===== src/rtl/cmp_arb_pkg.sv =====
// ============================================================================
// Module      : cmp_arb_pkg
// Description : Shared types and helpers for the comparator-sharing arbiter.
//               Holds the FSM state encoding and the requester-ID width
//               function used to size ID buses from NREQ.
// Ports       : none (package)
// Revision    : 1.0 - initial release
// ============================================================================
`default_nettype none

package cmp_arb_pkg;

  // Two-bit state encoding; values are fixed so waveforms stay readable.
  typedef enum logic [1:0] {
    IDLE = 2'd0,
    CMP  = 2'd1,
    RESP = 2'd2
  } cmp_arb_state_e;

  // Bits needed to index n requesters (never less than 1).
  function automatic int cmp_arb_id_width(input int n);
    int w;
    w = 1;
    for (int i = 0; i < 31; i++) begin
      if ((1 << w) < n) w = w + 1;
    end
    return w;
  endfunction

endpackage

`default_nettype wire


===== src/rtl/cmp_mag_core.sv =====
// ============================================================================
// Module      : cmp_mag_core
// Description : Combinational unsigned magnitude comparator. Exactly one of
//               eq/lt/gt is high for any operand pair.
// Ports       : a, b      - WIDTH-bit unsigned operands
//               eq        - a == b
//               lt        - a <  b
//               gt        - a >  b
// Revision    : 1.0 - initial release
// ============================================================================
`default_nettype none

module cmp_mag_core #(
  parameter int WIDTH = 2
) (
  input  logic [WIDTH-1:0] a,
  input  logic [WIDTH-1:0] b,
  output logic             eq,
  output logic             lt,
  output logic             gt
);

  assign eq = (a == b);
  assign lt = (a <  b);
  assign gt = (a >  b);

endmodule

`default_nettype wire


===== src/rtl/cmp_share_arbiter.sv =====
// ============================================================================
// Module      : cmp_share_arbiter
// Description : Shares one magnitude comparator among NREQ requesters. A
//               round-robin arbiter picks one operand pair in IDLE, the pair is
//               compared in CMP, and the registered result is offered with the
//               requester ID in RESP until the consumer accepts it.
//               Optional macro CMP_ARB_FIXED_PRIO_EN: fixed priority (lowest
//               index wins), no round-robin pointer.
// Ports       : clk, rst_n            - clock, async active-low reset
//               req_valid/req_ready   - per-requester handshake (ready one-hot)
//               req_a, req_b          - packed operands, slot i at [i*WIDTH +: WIDTH]
//               rsp_valid/rsp_ready   - response handshake
//               rsp_id                - owner of the current result
//               rsp_eq/rsp_lt/rsp_gt  - registered compare result
//               busy                  - high whenever the FSM is not IDLE
// Revision    : 1.0 - initial release
// ============================================================================
`default_nettype none

module cmp_share_arbiter
  import cmp_arb_pkg::*;
#(
  parameter int NREQ  = 4,
  parameter int WIDTH = 2
) (
  input  logic                                clk,
  input  logic                                rst_n,
  input  logic [NREQ-1:0]                     req_valid,
  output logic [NREQ-1:0]                     req_ready,
  input  logic [NREQ*WIDTH-1:0]               req_a,
  input  logic [NREQ*WIDTH-1:0]               req_b,
  output logic                                rsp_valid,
  input  logic                                rsp_ready,
  output logic [cmp_arb_id_width(NREQ)-1:0]   rsp_id,
  output logic                                rsp_eq,
  output logic                                rsp_lt,
  output logic                                rsp_gt,
  output logic                                busy
);

  localparam int IDW = cmp_arb_id_width(NREQ);

  cmp_arb_state_e   r_state;
  cmp_arb_state_e   w_state_nxt;

  logic [IDW-1:0]   w_base;
  logic [IDW-1:0]   w_idx;
  logic [IDW-1:0]   w_grant;
  logic             w_found;
  logic             w_accept;

  logic [WIDTH-1:0] w_sel_a;
  logic [WIDTH-1:0] w_sel_b;
  logic [WIDTH-1:0] r_a;
  logic [WIDTH-1:0] r_b;
  logic [IDW-1:0]   r_id;
  logic             r_eq;
  logic             r_lt;
  logic             r_gt;
  logic             w_eq;
  logic             w_lt;
  logic             w_gt;

  // --------------------------------------------------------------------------
  // Arbitration base: the scan starts at the round-robin pointer, or at 0 when
  // fixed priority is selected.
  // --------------------------------------------------------------------------
`ifdef CMP_ARB_FIXED_PRIO_EN
  assign w_base = '0;
`else
  logic [IDW-1:0] r_rr_ptr;

  // Pointer only moves on an actual accept, so a requester that withdraws
  // before being granted leaves the rotation untouched.
  always_ff @(posedge clk or negedge rst_n) begin
    if (!rst_n) begin
      r_rr_ptr <= '0;
    end else if (w_accept) begin
      r_rr_ptr <= (int'(w_grant) == NREQ - 1) ? '0 : w_grant + 1'b1;
    end
  end

  assign w_base = r_rr_ptr;
`endif

  // First valid requester scanning base, base+1, ... modulo NREQ.
  always_comb begin
    w_found = 1'b0;
    w_grant = '0;
    w_idx   = '0;
    for (int k = 0; k < NREQ; k++) begin
      w_idx = IDW'((int'(w_base) + k) % NREQ);
      if (!w_found && req_valid[w_idx]) begin
        w_found = 1'b1;
        w_grant = w_idx;
      end
    end
  end

  assign w_accept = (r_state == IDLE) && w_found;

  // Ready is gated by rst_n so no accept is advertised while reset is held,
  // even though the FSM already sits in IDLE.
  always_comb begin
    req_ready = '0;
    if (w_accept && rst_n) req_ready[w_grant] = 1'b1;
  end

  assign w_sel_a = req_a[w_grant*WIDTH +: WIDTH];
  assign w_sel_b = req_b[w_grant*WIDTH +: WIDTH];

  // --------------------------------------------------------------------------
  // FSM
  // --------------------------------------------------------------------------
  always_comb begin
    w_state_nxt = r_state;
    case (r_state)
      IDLE:    if (w_found)   w_state_nxt = CMP;
      CMP:                    w_state_nxt = RESP;
      RESP:    if (rsp_ready) w_state_nxt = IDLE;
      default:                w_state_nxt = IDLE;
    endcase
  end

  // Comparator sees only the latched operands, so requester inputs are never
  // sampled outside the accept cycle.
  cmp_mag_core #(
    .WIDTH (WIDTH)
  ) u_core (
    .a  (r_a),
    .b  (r_b),
    .eq (w_eq),
    .lt (w_lt),
    .gt (w_gt)
  );

  always_ff @(posedge clk or negedge rst_n) begin
    if (!rst_n) begin
      r_state <= IDLE;
      r_a     <= '0;
      r_b     <= '0;
      r_id    <= '0;
      r_eq    <= 1'b0;
      r_lt    <= 1'b0;
      r_gt    <= 1'b0;
    end else begin
      r_state <= w_state_nxt;
      if (w_accept) begin
        r_a  <= w_sel_a;
        r_b  <= w_sel_b;
        r_id <= w_grant;
      end
      // Results change only here, so they hold through RESP and after it.
      if (r_state == CMP) begin
        r_eq <= w_eq;
        r_lt <= w_lt;
        r_gt <= w_gt;
      end
    end
  end

  assign rsp_valid = (r_state == RESP);
  assign busy      = (r_state != IDLE);
  assign rsp_id    = r_id;
  assign rsp_eq    = r_eq;
  assign rsp_lt    = r_lt;
  assign rsp_gt    = r_gt;

endmodule

`default_nettype wire


===== config.mk =====
export PLATFORM = sky130hd
export DESIGN_NAME = cmp_share_arbiter
export DESIGN_NICKNAME = d
export VERILOG_FILES = /design/src/rtl/cmp_arb_pkg.sv /design/src/rtl/cmp_mag_core.sv /design/src/rtl/cmp_share_arbiter.sv
export SDC_FILE = /design/constraint.sdc
export NUM_CORES = 1
export LEC_CHECK = 0
export ABC_AREA = 1
export CAP_MARGIN = 5
export CORE_ASPECT_RATIO = 0.6
export CORE_UTILIZATION = 45
export DETAILED_ROUTE_END_ITERATION = 12
export GPL_TIMING_DRIVEN = 1
export PLACE_DENSITY = 0.76
export SYNTH_ARGS = -nofsm -noshare
export SYNTH_HDL_FRONTEND = slang
export SYNTH_SLANG_ARGS = --single-unit

===== constraint.sdc =====
create_clock -name clk -period 3.7 [get_ports clk]
set_input_delay 1.11 -clock clk [delete_from_list [all_inputs] [get_ports clk]]
set_output_delay 1.11 -clock clk [all_outputs]
set_load 0.01 [all_outputs]

==> impl_results.md <==
* Status: complete, no violations
* Critical Path AT at between 2 and 3 ns
* Sequential power share at 14.1%
* DR vias at 1325
* Vias in the first global route at 1241
* Synth unique cells at 22
* Psw at about 0.0011 W
* Worst setup margin at 0.0185 ns
* # clock sinks at 13
* FF-to-FF setup slack at around 1.3 ns
* Detailed Place HPWL at ~2.5 mm
* Std-Cell Rows at 14
* Post-synth top area share at between 20% and 30%
* First-pass GRT wire length at about 5.4 mm
* Endpoints failing setup at 0
* Largest net degree at the start of global routing at 14
* Boundary pin count at 34
* Switching share of total power at between 50% and 60%
* Yosys warnings at 0
* Cts bufs inserted at 3
* Synth top area cells: dfrtp_1, nand2_1, inv_1
* Die area at between 2000 and 3000 µm²
* Worst Skew at approximately 0.0014 ns
* Post-route ant nets at 0
* Clock power share at under 10%
* N_diodes at 0
* Htree depth at 1
* Final core occ at just over 70%
* Max VDD drop at about 0.00055 V
* Critical Path Sink Type: output pin
* Share of cells above drive strength 1 at approximately a third
* RSZ-0062 raised after global routing: yes
* Wirelength per Cell at 13.7 µm
* Sum Neg Setup Slack at 0 ns
* Worst-Margin Slew at around 0.63 ns
* Hold buffers post-CTS at 0
* Logic pwr share at between 70% and 80%
* Clock Tree Buf Depth at 2
* Yosys reg bits at 13
* Post-route clock period utilization at between 90% and 100%
* Final hold slack at 0.482 ns
* Min-Delay Path Class: flop to flop
* Mapped Area at approximately 1200 µm²
* CTS tree: built
* DRC viols at 0
* Number of port buffers at 33
* Synth area leader: dfrtp_1
* Starting DRT DRC Count at 44
* Max-slew headroom at around three fifths
* Routed wire length at around 3.6 mm
* Largest driver fanout on the critical path at 5
* Die width at just under 70 µm
* Clk root buf: clkbuf_8
* Layout area overhead at 51.8%
* Fin. Hold Viols at 0
* Placed cells at between 200 and 300
* Synth Area per Inst at 6.59 µm²
* First-pass iteration count of the detailed router at 4
* Post-placement setup slack at -0.842 ns
* Critical path class: input pin to output pin
* Die height at about 42 µm
* Core Region at ~2500 µm²
* Congestion Overflow GR at 0
* Avg Vias per Cell at 4.98
* Max-Cap Viols at 0
* Clk_lat worst skew at around 0.25 ns
* Final Max Slew Viols at 0
* Post-Syn Nets at 210
* Max Clk Rate at 0.272 GHz
* Startpoint Class: input pin
* Starting Density at between 40% and 50%
* CP required at 2.59 ns
* Leak at 0.976 nW
* Final min period at approximately 3.7 ns
* Fin cells at 266
* Power Internal at roughly 0.0010 W
* Mapped Cells at about 180
* Initial antenna violation count at 0
* Gr usage total at 25.8%
* Pwr/cell area at roughly 1200 nW/µm²
* Clock Pin Slew Worst Setup and Hold Paths at approximately 0.060 ns
* Sequential-to-total area share from yosys stat at between 20 and 30%
* Placer Congestion at around 0.89
* # nets final at roughly 260
==> power groups by stage <==
stage	logic (W)	registers, W	clock network [W]
6_report	0.00166	0.000296	0.000131
2_1_floorplan	0.000921	0.000270	0
3_5_place_dp	0.00138	0.000285	0
3_3_place_gp	0.00135	0.000281	0
5_1_grt	0.00181	0.000302	0.000139
4_1_cts	0.00154	0.000286	0.000132
==> path summary, 6_finish.rpt <==
path                            cells past startpoint         start           end
max in group asynchronous                           2         rst_n   r_rr_ptr[1]
worst min register to register                      2        rsp_gt        rsp_gt
worst max-delay path                               16  req_valid[1]  req_ready[3]
worst min-delay path                                2        rsp_gt        rsp_gt
min in group asynchronous                           2         rst_n    r_state[0]
worst max register to register                     15   r_rr_ptr[0]        r_a[0]
==> cell usage after synthesis <==
cell type,instances
nand4_1,6
nand2_2,10
nor2_4,1
nand3_2,2
inv_8,1
buf_6,2
nor2_8,1
o21ai_0,2
dfrtp_1,13
a21oi_1,1
inv_2,5
nand2_4,3
nor2_1,12
o21a_1,1
nand3_4,2
o21bai_1,1
nand2_1,66
nor2_2,2
ha_1,6
inv_1,29
o21ai_1,2
nand3_1,13
==> per-layer routing <==
| metal | wire length, µm | GRT usage [%] | up-vias |
|---|---|---|---|
| met5 | 0 | 0 | - |
| met4 | 114 | 14.6 | 0 |
| met3 | 292 | 5.49 | 14 |
| met2 | 1710 | 40.4 | 57 |
| met1 | 1520 | 32.4 | 598 |
| li1 | - | - | 656 |
==> critical path, cell delays in order <==
cell and delay, ns:
buf_2 0.10, inv_2 0.05, buf_4 0.12, nand2_1 0.06, nand2_1 0.05, nand2_1 0.09, nand2_2 0.08, nand2_2 0.07
nand2_1 0.06, nand2_2 0.08, nand3_4 0.12, inv_4 0.10, ha_1 0.16, inv_1 0.05, nor2_1 0.11, buf_2 0.14
==> what timing repair did <==
action                     CTS  global route
pin swaps                   14            11
setup endpoints to repair    4             4
buffers inserted             4             1
hold endpoints to repair     0             0
resized for setup           53            18
gates cloned                 0             0
==> final cells by class <==
cell class	count	area, µm²
multi-input combinational	131	820
fill	190	694
timing repair buffer	51	435
sequential	13	325
inverter	35	144
clock buffer	3	41.3
tap	32	40.0
clock inverter	1	5.00
==> cells in the final DEF, fill, tap and decap left out, drive strengths merged <==
master,instances
clkdlybuf4s50,25
o21a,1
dfrtp,13
o21bai,1
a21oi,1
nand2,79
clkbuf,3
o21ai,4
ha,6
nand4,6
buf,26
nor2,16
inv,35
nand3,17
clkinv,1
==> cells by family (layout without fill, tap and decap cells) <==
family,after synthesis,after routing,share of synthesized area (%)
buf+inv,37,90,13.5
fa+ha+maj,6,6,6.30
simple gates,118,118,49.5
flops,13,13,27.3
compound gates,7,7,3.36
==> registers in the layout, indices dropped and copies added, names as in the netlist <==
signal and cells:
r_a 2, r_b 2, r_rr_ptr 2, r_state 2, rsp_eq 1, rsp_gt 1, rsp_id 2, rsp_lt 1
==> per-stage QoR <==
step           total power, W  instance area [µm²]
6_report              0.00209                 1810
5_1_grt               0.00225                 1810
4_1_cts               0.00196                 1770
3_5_place_dp          0.00167                 1640
3_3_place_gp          0.00164                 1640
2_1_floorplan         0.00119                 1190
(Power assumes the default switching activity.)
